--- config.mk ---
export PLATFORM = sky130hd
export DESIGN_NAME = hazard_fwd_unit
export DESIGN_NICKNAME = d
export VERILOG_FILES = /design/src/rtl/hazard_fwd_unit.sv
export SDC_FILE = /design/constraint.sdc
export NUM_CORES = 1
export LEC_CHECK = 0
export ABC_CLOCK_PERIOD_IN_PS = 2330
export CORE_ASPECT_RATIO = 1.75
export CORE_MARGIN = 2
export CORE_UTILIZATION = 43
export CTS_BUF_LIST = sky130_fd_sc_hd__clkbuf_16
export DETAILED_ROUTE_END_ITERATION = 10
export PLACE_DENSITY = 0.83
export SLEW_MARGIN = 20
export SYNTH_ARGS = -nofsm -noshare
export SYNTH_HDL_FRONTEND = slang
export SYNTH_SLANG_ARGS = --single-unit
--- constraint.sdc ---
create_clock -name clk -period 2.33 [get_ports clk]
set_input_delay 0.3495 -clock clk [delete_from_list [all_inputs] [get_ports clk]]
set_output_delay 0.3495 -clock clk [all_outputs]
set_load 0.005 [all_outputs]
--- src/rtl/hazard_fwd_unit.sv ---
// Hazard and forwarding controller: tracks in-flight producers past X, selects
// operand forwarding sources, stalls on load-use, kills wrong-path fetch, freezes on mem_busy.
module hazard_fwd_unit #(
  parameter int unsigned DEPTH         = 2,
  parameter int unsigned LOAD_LAT      = 1,
  parameter int unsigned FLUSH_BUBBLES = 1,
  parameter int unsigned SELW          = 3
) (
  input  logic            clk,
  input  logic            rst,
  input  logic [31:0]     inst_x,
  input  logic            x_valid,
  input  logic            x_redirect,
  input  logic            mem_busy,
  output logic            stall,
  output logic            bubble,
  output logic            kill_fd,
  output logic [SELW-1:0] fwd_a,
  output logic [SELW-1:0] fwd_b,
  output logic [31:0]     stall_cycles
);

  typedef enum logic [1:0] {RUN, STALL, FLUSH} state_t;

  state_t     state;
  logic [2:0] cnt;

  logic [DEPTH-1:0] slot_v;
  logic [DEPTH-1:0] slot_ld;
  logic [4:0]       slot_rd [DEPTH];

  logic [6:0] opcode;
  logic [4:0] rd, rs1, rs2;
  logic       prod, is_load, rs1_used, rs2_used;
  logic       lu_a, lu_b, accept;
  logic       unused_bits;

  assign opcode      = inst_x[6:0];
  assign rd          = inst_x[11:7];
  assign rs1         = inst_x[19:15];
  assign rs2         = inst_x[24:20];
  assign unused_bits = ^{inst_x[31:25], inst_x[14:12]};

  always_comb begin
    prod     = 1'b0;
    rs1_used = 1'b0;
    rs2_used = 1'b0;
    unique case (opcode)
      7'h33:               begin prod = 1'b1; rs1_used = 1'b1; rs2_used = 1'b1; end
      7'h13, 7'h03, 7'h67,
      7'h73:               begin prod = 1'b1; rs1_used = 1'b1; end
      7'h23, 7'h63:        begin rs1_used = 1'b1; rs2_used = 1'b1; end
      7'h37, 7'h17, 7'h6F: prod = 1'b1;
      default: ;
    endcase
    prod    = prod && x_valid && (rd != 5'd0);
    is_load = (opcode == 7'h03);
  end

  // Returns {load_use, select}; youngest matching slot wins.
  function automatic logic [SELW:0] search(input logic [4:0] rs, input logic used);
    logic [SELW-1:0] sel;
    logic            lu;
    logic            found;
    sel   = '0;
    lu    = 1'b0;
    found = 1'b0;
    if (used && x_valid && rs != 5'd0) begin
      for (int unsigned i = 0; i < DEPTH; i++) begin
        if (!found && slot_v[i] && slot_rd[i] == rs) begin
          found = 1'b1;
          sel   = SELW'(i + 1);
          lu    = slot_ld[i] && (i < LOAD_LAT);
        end
      end
    end
    return {lu, sel};
  endfunction

  always_comb begin
    {lu_a, fwd_a} = search(rs1, rs1_used);
    {lu_b, fwd_b} = search(rs2, rs2_used);
    stall   = lu_a | lu_b;
    bubble  = stall & ~mem_busy;
    accept  = x_redirect & ~stall & ~mem_busy;
    kill_fd = (state == FLUSH) | accept;
  end

  always_ff @(posedge clk) begin
    if (rst) begin
      slot_v       <= '0;
      slot_ld      <= '0;
      for (int unsigned i = 0; i < DEPTH; i++) slot_rd[i] <= '0;
      state        <= RUN;
      cnt          <= '0;
      stall_cycles <= '0;
    end else if (!mem_busy) begin
      for (int unsigned i = 1; i < DEPTH; i++) begin
        slot_v[i]  <= slot_v[i-1];
        slot_ld[i] <= slot_ld[i-1];
        slot_rd[i] <= slot_rd[i-1];
      end
      slot_v[0]  <= prod & ~stall;
      slot_ld[0] <= is_load;
      slot_rd[0] <= rd;

      if (stall) begin
        if (stall_cycles != '1) stall_cycles <= stall_cycles + 32'd1;
        if (state == RUN) state <= STALL;
      end else if (accept) begin
        // The accept cycle itself is the first kill cycle, so FLUSH covers the rest.
        if (FLUSH_BUBBLES <= 1) begin
          state <= RUN;
          cnt   <= '0;
        end else begin
          state <= FLUSH;
          cnt   <= 3'(FLUSH_BUBBLES - 1);
        end
      end else begin
        unique case (state)
          STALL: state <= RUN;
          FLUSH: begin
            if (cnt <= 3'd1) begin
              state <= RUN;
              cnt   <= '0;
            end else begin
              cnt <= cnt - 3'd1;
            end
          end
          default: ;
        endcase
      end
    end
  end

endmodule

==> run metrics <==
outcome complete, but fails checks; failing checks negative setup slack; starting DRC count in detailed routing 163; post-detail-place hpwl 6310 um; drt drc 0; worst path required time 1980 ps; clock share of power 43.7%; clk root buf clkbuf_16; Hold-fix buffers, CTS 0; # diodes 0; FP Rows 38; Final Setup Violations 16; Area Overhead vs Synth 62.6%; sequential share of the synthesized area 37.0%; Clock Sinks 45; routed wire length 9950 um; Netlist cell types 45; initial antenna violation count 0; Fin Hold WS 511 ps; clk buf depth 2; Worst-path clk slew 60 ps; Int Pwr 1.42 mW; CP Capture Type primary output; Flop pwr share 45.3%; Peak Freq 407 MHz; mapped cell area 0.00271 sq mm; Starting Density 44.1%; total gr overflow 0; post-synthesis area per instance 8.41 sq um; GRT Util Overall 25.7%; Critical Path Start inst_x[20]; gpl congestion 0.909; share of cells above drive strength 1 29.7%; placed insts 510; reg2reg path depth 7; HP Class reg2reg; main flop type after synthesis dfxtp_1; CTS HTree Levels 2; Worst-Skew Late Latency 290 ps; Post-synth EDFFs 10; Fin Clk Skew 9.98 ps; r2r setup slk -80 ps; critical path class in2out; Die Span Y 109 um; Final Instance Area 0.00440 sq mm; reg2reg start stall_cycles[4]; I/O pin count 78; Worst Max-Slew Pin Slew 510 ps; via count 3150; synthesis-stage register bit count 45; Placement Cell Area 0.00383 sq mm; Tcrit/Tclk final 105%; Power Density 417 mW/mm^2; max_slew headroom 66.0%; Final Instance Count excl. Fillers 528; IO buf count 65; TritonCTS Buffers 5; setup total negative slack -493 ps; Final nets 485; fin. max-slew vios 0; CP startpoint kind input pin; Final Critical Period 2450 ps; die width 64.0 um; Logic pwr share 11.0%; vias in the first global route 3036; Synth Warn # 0; Fin. Hold Viols 0; unrepaired setup endpoints after global routing yes; Core Footprint 0.00613 sq mm; full die area 0.00697 sq mm; Max-cap violations 0; CP endpoint kill_fd; switching share of total power 22.6%; DRT antenna net count 0; Final WS setup -125 ps; First-pass DRT Iterations 4; overall power 1.84 mW; ys async rst share 0%; critical path fanouts, max 3; Post-Syn Instances 322; largest net degree at the start of global routing 37; global-route wire length before repair 14000 um; Vias/cell 5.97; NetSw 415 uW; CTS tree done; Pleak 1.63 nW; crit path DAT 2110 ps; wire per inst 18.8 um; VDD IR max 301 uV; reg2reg end stall_cycles[27]
[how the worst min path moves through the flow]
stage                       end  slack, ps  cells after the start        startpoint
6_report       stall_cycles[13]        510                      2  stall_cycles[13]
5_1_grt        stall_cycles[22]        550                      2  stall_cycles[22]
4_1_cts        stall_cycles[13]        510                      2  stall_cycles[13]
3_5_place_dp   stall_cycles[13]        500                      2  stall_cycles[13]
3_3_place_gp   stall_cycles[13]        490                      2  stall_cycles[13]
2_1_floorplan  stall_cycles[22]        480                      2  stall_cycles[22]
[synth_stat cells (9+ instances only)]
master | n | area, sq um
dfxtp_1 | 35 | 701
nor2_1 | 29 | 109
a21oi_1 | 23 | 115
nand3_1 | 18 | 90.1
nand2_1 | 16 | 60.1
or4_1 | 15 | 113
nand4_1 | 13 | 81.3
nor2b_1 | 13 | 81.3
or3_1 | 13 | 81.3
xor2_1 | 13 | 114
and2_1 | 12 | 75.1
o21ai_0 | 11 | 55.1
edfxtp_1 | 10 | 300
mux2_2 | 10 | 113
o31ai_1 | 10 | 75.1
nor4_1 | 9 | 56.3
[worst max-delay path, cell delays in order]
cell,delay (ps)
clkdlybuf4s50_1,600
xor2_1,250
nor3_2,60
buf_4,140
a22oi_2,220
nor2b_1,90
nor3b_1,220
buf_2,160
[logic make-up (layout without fill, tap and decap cells)]
logic type | count (synthesis) | count (layout) | share of synthesized area, %
AND/OR/NAND/NOR | 172 | 172 | 37.1
AO/OA/AOI/OAI | 51 | 51 | 11.0
flip-flops | 45 | 45 | 37.0
buffers and inverters | 21 | 146 | 3.28
XOR/XNOR | 20 | 20 | 6.47
multiplexers | 11 | 11 | 4.53
adder cells (fa/ha/maj) | 1 | 1 | 0.462
other | 1 | 2 | 0.138
[power groups by stage]
stage          clock network (mW)  logic (mW)  registers, mW
6_report                    0.802       0.202          0.831
5_1_grt                     0.840       0.214          0.831
4_1_cts                     0.804       0.180          0.830
3_5_place_dp                    0       0.169          0.847
3_3_place_gp                    0       0.163          0.847
2_1_floorplan                   0      0.0714          0.839
[cell type report]
class | instances | area (sq um)
Multi-Input combinational cell | 257 | 1920
Inverter | 8 | 30.0
Clock buffer | 5 | 125
Clock inverter | 3 | 42.5
Timing Repair Buffer | 130 | 1180
Fill cell | 423 | 1730
Tap cell | 80 | 100
Sequential cell | 45 | 1000
[registers in the layout, indices dropped and copies added (netlist names)]
| name | cells |
|---|---|
| stall_cycles | 32 |
| slot_v | 2 |
| slot_ld | 1 |
| slot_rd | 10 |
[layout by cell type (no fill, tap or decap), types with 11 or more instances in the layout]
master           instances
o21ai_0                 11
nor2b_1                 13
dfxtp_1                 34
and2_1                  11
nand4_1                 13
nor2_1                  25
clkdlybuf4s50_1         49
nand2_1                 15
or3_1                   11
a21oi_1                 17
xor2_1                  12
nand3_1                 18
buf_4                   56
[per-stage QoR]
step                      worst slack (ps)  utilization, %
after floorplan                       52.1               -
after global placement                -469            62.5
after detailed placement              -528            62.5
after CTS                            -5.96            68.3
after global routing                  -184            71.8
final                                 -125            71.8
[timing repair]
action | 4_1_cts | 5_1_grt
pin swaps | 18 | 27
resized for setup | 53 | 44
gates cloned | 1 | 0
setup buffers | 7 | 3
endpoints found under the setup margin | 34 | 31
[metal layers]
| layer | GRT usage, % | vias up | share of wire, % |
|---|---|---|---|
| li1 | - | 1444 | - |
| met1 | 24.2 | 1526 | 34 |
| met2 | 50.8 | 138 | 56 |
| met3 | 4.54 | 42 | 4.9 |
| met4 | 14.0 | 0 | 4.6 |
| met5 | 0 | - | 0 |
No activity file was read; power rests on OpenSTA's default activity.
